==> config.mk <==
export PLATFORM = sky130hd
export DESIGN_NAME = keypad_scanner
export DESIGN_NICKNAME = d
export VERILOG_FILES = /design/src/rtl/keypad_pkg.sv /design/src/rtl/sync_2ff.sv /design/src/rtl/keypad_scanner.sv
export SDC_FILE = /design/constraint.sdc
export NUM_CORES = 1
export LEC_CHECK = 0
export ABC_AREA = 1
export CORE_AREA = 2 2 72 74
export DETAILED_ROUTE_END_ITERATION = 7
export DIE_AREA = 0 0 74 76
export PLACE_DENSITY_LB_ADDON = 0.3
export SLEW_MARGIN = 25
export SYNTH_ARGS = -nofsm -noshare
export SYNTH_HDL_FRONTEND = slang
export SYNTH_SLANG_ARGS = --single-unit
==> constraint.sdc <==
create_clock -name clk -period 6.1 [get_ports clk]
set_input_delay 1.22 -clock clk [delete_from_list [all_inputs] [get_ports clk]]
set_output_delay 1.22 -clock clk [all_outputs]
set_load 0.05 [all_outputs]
==> src/rtl/keypad_pkg.sv <==
`timescale 1ns/1ps
`default_nettype none
// ============================================================================
//  Module   : keypad_pkg
//  Purpose  : Shared types, key-code constants and the row/column-to-code map
//             used by the 4x4 matrix keypad scanner.
//  Revision : 1.0  initial release
// ============================================================================
package keypad_pkg;

  // Scanner control states
  typedef enum logic [1:0] {
    SCAN         = 2'd0,
    DEBOUNCE     = 2'd1,
    REPORT       = 2'd2,
    WAIT_RELEASE = 2'd3
  } scan_state_t;

  localparam logic [3:0] KEY_STAR = 4'hE;
  localparam logic [3:0] KEY_HASH = 4'hF;

  // Maps a (row, column) position on the panel to its 4-bit key code.
  function automatic logic [3:0] key_map(input logic [1:0] row, input logic [1:0] col);
    logic [3:0] code;
    case ({row, col})
      4'h0:    code = 4'h1;
      4'h1:    code = 4'h2;
      4'h2:    code = 4'h3;
      4'h3:    code = 4'hA;
      4'h4:    code = 4'h4;
      4'h5:    code = 4'h5;
      4'h6:    code = 4'h6;
      4'h7:    code = 4'hB;
      4'h8:    code = 4'h7;
      4'h9:    code = 4'h8;
      4'hA:    code = 4'h9;
      4'hB:    code = 4'hC;
      4'hC:    code = KEY_STAR;
      4'hD:    code = 4'h0;
      4'hE:    code = KEY_HASH;
      default: code = 4'hD;
    endcase
    return code;
  endfunction

  // True when exactly one active-low row line is asserted.
  function automatic logic one_row_low(input logic [3:0] rows);
    return ($countones(~rows) == 1);
  endfunction

  // Index of the single low row in a one-low pattern.
  function automatic logic [1:0] low_row(input logic [3:0] rows);
    logic [1:0] idx;
    case (rows)
      4'b1110: idx = 2'd0;
      4'b1101: idx = 2'd1;
      4'b1011: idx = 2'd2;
      4'b0111: idx = 2'd3;
      default: idx = 2'd0;
    endcase
    return idx;
  endfunction

endpackage
`default_nettype wire

==> src/rtl/sync_2ff.sv <==
`timescale 1ns/1ps
`default_nettype none
// ============================================================================
//  Module   : sync_2ff
//  Purpose  : Two-flop synchronizer for asynchronous level inputs, with a
//             configurable reset value so idle lines come up inactive.
//  Revision : 1.0  initial release
// ============================================================================
module sync_2ff #(
  parameter int               WIDTH     = 4,
  parameter logic [WIDTH-1:0] RESET_VAL = '0
) (
  input  logic             clk,
  input  logic             rst_n,
  input  logic [WIDTH-1:0] d,
  output logic [WIDTH-1:0] q
);

  logic [WIDTH-1:0] meta;

  // First stage may go metastable; second stage gives it a cycle to resolve.
  always_ff @(posedge clk) begin
    if (!rst_n) begin
      meta <= RESET_VAL;
      q    <= RESET_VAL;
    end else begin
      meta <= d;
      q    <= meta;
    end
  end

endmodule
`default_nettype wire

==> src/rtl/keypad_scanner.sv <==
`timescale 1ns/1ps
`default_nettype none
// ============================================================================
//  Module   : keypad_scanner
//  Purpose  : Scans a 4x4 active-low matrix keypad one column at a time,
//             debounces a single press and release, and offers the key code
//             to the transaction controller over a valid/ready handshake.
//  Revision : 1.0  initial release
// ============================================================================
module keypad_scanner
  import keypad_pkg::*;
#(
  parameter int SCAN_DIV     = 1000,   // cycles per column slot, >= 4
  parameter int DEBOUNCE_CNT = 50000   // stable cycles for press/release, >= 2
) (
  input  logic       clk,
  input  logic       rst_n,
  input  logic [3:0] row_in,
  output logic [3:0] col_out,
  output logic [3:0] key_code,
  output logic       key_valid,
  input  logic       key_ready,
  output logic       key_held
);

  // One counter serves the slot timer and both debounce timers.
  localparam int CNT_MAX = (SCAN_DIV > DEBOUNCE_CNT) ? SCAN_DIV : DEBOUNCE_CNT;
  localparam int CW      = $clog2(CNT_MAX);
  localparam logic [CW-1:0] SLOT_LAST = CW'(SCAN_DIV - 1);
  localparam logic [CW-1:0] DEB_LAST  = CW'(DEBOUNCE_CNT - 1);

  scan_state_t   state,   state_nxt;
  logic [1:0]    col,     col_nxt;
  logic [CW-1:0] cnt,     cnt_nxt;
  logic [3:0]    pattern, pattern_nxt;
  logic [3:0]    code_nxt;
  logic [3:0]    rows_s;
  logic          single_low;

  sync_2ff #(
    .WIDTH     (4),
    .RESET_VAL (4'hF)
  ) u_row_sync (
    .clk   (clk),
    .rst_n (rst_n),
    .d     (row_in),
    .q     (rows_s)
  );

  assign single_low = one_row_low(rows_s);

  // Next-state logic: column stepping, press/release debounce and handshake.
  always_comb begin
    state_nxt   = state;
    col_nxt     = col;
    cnt_nxt     = cnt;
    pattern_nxt = pattern;
    code_nxt    = key_code;
    case (state)
      SCAN: begin
        // Rows are only looked at at the end of a slot, once the
        // synchronizer has seen the newly strobed column.
        if (cnt == SLOT_LAST) begin
          cnt_nxt = '0;
          if (single_low) begin
            pattern_nxt = rows_s;
            state_nxt   = DEBOUNCE;
          end else begin
            col_nxt = col + 2'd1;
          end
        end else begin
          cnt_nxt = cnt + CW'(1);
        end
      end
      DEBOUNCE: begin
        if (rows_s != pattern) begin
          state_nxt = SCAN;
          col_nxt   = col + 2'd1;
          cnt_nxt   = '0;
        end else if (cnt == DEB_LAST) begin
          code_nxt  = key_map(low_row(pattern), col);
          state_nxt = REPORT;
          cnt_nxt   = '0;
        end else begin
          cnt_nxt = cnt + CW'(1);
        end
      end
      REPORT: begin
        // key_valid is high throughout REPORT, so ready alone completes it.
        if (key_ready) begin
          state_nxt = WAIT_RELEASE;
          cnt_nxt   = '0;
        end
      end
      WAIT_RELEASE: begin
        if (rows_s != 4'hF) begin
          cnt_nxt = '0;
        end else if (cnt == DEB_LAST) begin
          state_nxt = SCAN;
          col_nxt   = 2'd0;
          cnt_nxt   = '0;
        end else begin
          cnt_nxt = cnt + CW'(1);
        end
      end
      default: begin
        state_nxt = SCAN;
        col_nxt   = 2'd0;
        cnt_nxt   = '0;
      end
    endcase
  end

  // State and output registers; outputs are derived from the next state.
  always_ff @(posedge clk) begin
    if (!rst_n) begin
      state     <= SCAN;
      col       <= 2'd0;
      cnt       <= '0;
      pattern   <= 4'hF;
      key_code  <= 4'h0;
      key_valid <= 1'b0;
      key_held  <= 1'b0;
      col_out   <= 4'hF;
    end else begin
      state     <= state_nxt;
      col       <= col_nxt;
      cnt       <= cnt_nxt;
      pattern   <= pattern_nxt;
      key_code  <= code_nxt;
      key_valid <= (state_nxt == REPORT);
      key_held  <= (state_nxt != SCAN);
      col_out   <= ~(4'b0001 << col_nxt);
    end
  end

endmodule
`default_nettype wire

==> run_results.csv <==
group,metric,value,unit
run_status,status,"finished, final reports clean",
drt,final_antenna_net_count,0,
place,gp_congestion,0.9225,
worst_hold_path,min_from,"u_row_sync.meta[0]",
sta,worst_pin_slew,0.9118,ns
worst_setup_path,crit_path_end,"u_row_sync.meta[1]",
yosys,ys_top_cells_by_area,"dfxtp_1, nand2_1, inv_1",
layout,multiInputGateArea,1320,sq um
worst_setup_path,r2r-start,"u_row_sync.q[0]",
worst_setup_path,cp_data_arrival_time,3.03,ns
cts,cts.path.max_buffers,2,
drt,drc_errors,0,
flow_run,drv_cap,0,
worst_setup_path,worst-path-max-fanout,22,
yosys,synth_enable_flop_cells,0,
global_route,grtUsageTotal,19.14,%
worst_setup_path,required,6.28,ns
drt,drtIter0Drc,142,
place,pre_cts_slack,2.960,ns
drt,dr.pass1.iters,4,
pwr,ir_drop,0.0001596,V
drt,num_vias,2153,
worst_hold_path,min_path_type,"flop to flop",
sta,skew,0.006788,ns
yosys,synth_seq_cells,42,
place,hpwlAfterDp,3794,um
cts,cts_root_buffer,"clkbuf_8",
yosys,yosysMostFrequentCell,"nand2_1",
yosys,syn-cell-area,2367,sq um
cts,cts_tree,"done",
yosys,ys_seq_area_share,35.52,%
pwr,p_per_area,195.1,nW/um^2
drt,wl_per_cell,11.37,um
drt,detail_route.wirelength,4990,um
worst_setup_path,critical_path.startpoint,"rst_n",
floorplan,die_w,74,um
sta,finalCritPeriodShare,46.65,%
layout,regArea,840.8,sq um
sta,fmax,351.4,MHz
floorplan,core_area,4912,sq um
cts,cts.htree.levels,2,
floorplan,start_util,48.19,%
sta,fin_crit,2.846,ns
cts,worst_skew_pair.late_latency,0.29,ns
layout,n_antenna_cell,0,
cts,clock_sinks,42,
place,io_buffers,16,
sta,worst_slack,3.254,ns
cts,cts_made_buffers,5,
sta,hold_slack,0.4203,ns
global_route,grt_pass1_vias,2003,
floorplan,io_pins,17,
layout,finalNetCount,385,
cts,postCtsSetupBuffers,0,
yosys,yosys.cell_types.count,30,
global_route,grt_first_pass_wirelength,8500,um
sta,rsz0062_at_grt,"false",
yosys,yosys_most_used_dff,"dfxtp_1",
global_route,antenna_found_initial,0,
global_route,grt_max_degree,23,
cts,ctsResizeCount,0,
pwr,p_leak,0.001273,uW
yosys,synth.yosys.warnings,0,
floorplan,rows,26,
sta,fin_setup_tns,0,ns
cts,path_clk_slew,0.08,ns
cts,holdBufCountCts,0,
floorplan,fp.dieH,76,um
sta,slew_violations,0,
drt,via_per_inst,4.904,
worst_setup_path,rr_endpoint,"pattern[3]",
floorplan,die_area,5624,sq um
layout,drive_above_1_share,10.03,%
yosys,synth_common_cells,"nand2_1, inv_1, dfxtp_1, nor2_1, nand3_1",
yosys,synth-async-reset-ratio,0,%
worst_setup_path,start_kind,"input port",
layout,fillCellCount,483,
yosys,avgSynthCellArea,6.803,sq um
yosys,yosysTopAreaCell,"dfxtp_1",
global_route,grt_overflow,0,
sta,slew_headroom,39.02,%
yosys,synth_fp_nets,365,
worst_setup_path,critPathCaptureType,"flop",
worst_setup_path,crit_type,"input port to flop",
worst_setup_path,reg2reg_slack,3.37,ns
yosys,synth_top_area_share,35.52,%
layout,syn_to_final_growth,14.59,%
sta,setup_viol,0,
sta,final-hold-violation-count,0,
worst_setup_path,r2r_cells,8,
yosys,syn-instance-count,348,
-- sequential cells by signal (all words and copies together), names as in the netlist --
name / cells
pattern: 4
key_held: 1
state: 2
u_row_sync.meta: 4
u_row_sync.q: 4
col_out: 4
key_code: 4
key_valid: 1
cnt: 16
col: 2
-- routing by layer --
layer | global-route usage [%] | vias up | wire (um)
li1 | - | 1149 | -
met1 | 23.42 | 964 | 2222
met2 | 32.14 | 36 | 2590
met3 | 4.233 | 4 | 132
met4 | 7.273 | 0 | 44
met5 | 0 | - | 0
-- final cells by class --
class,instances,area share [%]
multi-input cells,251,48.66
clock buffers,5,2.537
well taps,70,3.229
clock inverters,3,1.476
flip-flops and latches,42,31.00
repair buffers,16,5.904
inverters,52,7.196
-- kinds of logic (layout without fill, tap and decap cells) --
group | count (synthesis) | after routing | share of synthesized area, %
and+or+nand+nor | 199 | 199 | 39.32
buffers and inverters | 55 | 76 | 8.721
DFF | 42 | 42 | 35.52
AOI/OAI and AO/OA | 36 | 36 | 8.615
adders and majority gates | 10 | 10 | 5.603
xor gates and xnor gates | 6 | 6 | 2.220
-- worst max-delay path: stages --
cell	delay (ns)
clkdlybuf4s50_1	1.06
inv_1	0.36
or2_2	0.37
-- worst min path at each step --
stage	cells past startpoint	slack [ns]	end
after floorplan	1	0.39	u_row_sync.q[2]
after global placement	1	0.40	u_row_sync.q[1]
after detailed placement	1	0.40	u_row_sync.q[0]
after CTS	1	0.42	u_row_sync.q[0]
after global routing	1	0.44	u_row_sync.q[0]
final	1	0.42	u_row_sync.q[0]
-- layout by cell type, fill, tap and decap left out, types with 2 or more instances in the layout --
master / synthesis / layout
nand2_1: 86 / 86
inv_1: 49 / 49
dfxtp_1: 42 / 42
nor2_1: 39 / 39
nand3_1: 30 / 30
o21ai_0: 17 / 17
clkdlybuf4s50_1: 0 / 16
nand4_1: 13 / 13
or2_2: 10 / 10
a21oi_1: 9 / 9
ha_1: 9 / 9
xor2_1: 6 / 6
nor3_1: 5 / 5
clkbuf_8: 0 / 5
nor2_2: 4 / 4
o211ai_1: 4 / 4
nor2_4: 3 / 3
inv_2: 2 / 2
a21oi_2: 2 / 2
nand2_2: 2 / 2
nand3_2: 2 / 2
o21ai_1: 2 / 2
clkinv_2: 0 / 2
-- metrics by stage --
step / power, uW / instances / utilization (%) / cell area [sq um]
6_report: 529.1 / 439 / 55.22 / 2713
5_1_grt: 550.9 / 439 / 55.22 / 2713
4_1_cts: 534.1 / 439 / 55.22 / 2713
3_5_place_dp: 320.1 / 431 / 53.01 / 2604
2_1_floorplan: 309.5 / 348 / - / 2367
3_3_place_gp: 318.5 / 431 / 53.01 / 2604
-- power by group --
part / switching (uW) / leakage, uW / internal [uW]
Combinational: 19.5 / 0.000873 / 12.9
Clock: 94.9 / 0.0000579 / 120
Sequential: 3.07 / 0.000341 / 278
Total: 117 / 0.00127 / 412
(Power assumes the default switching activity.)
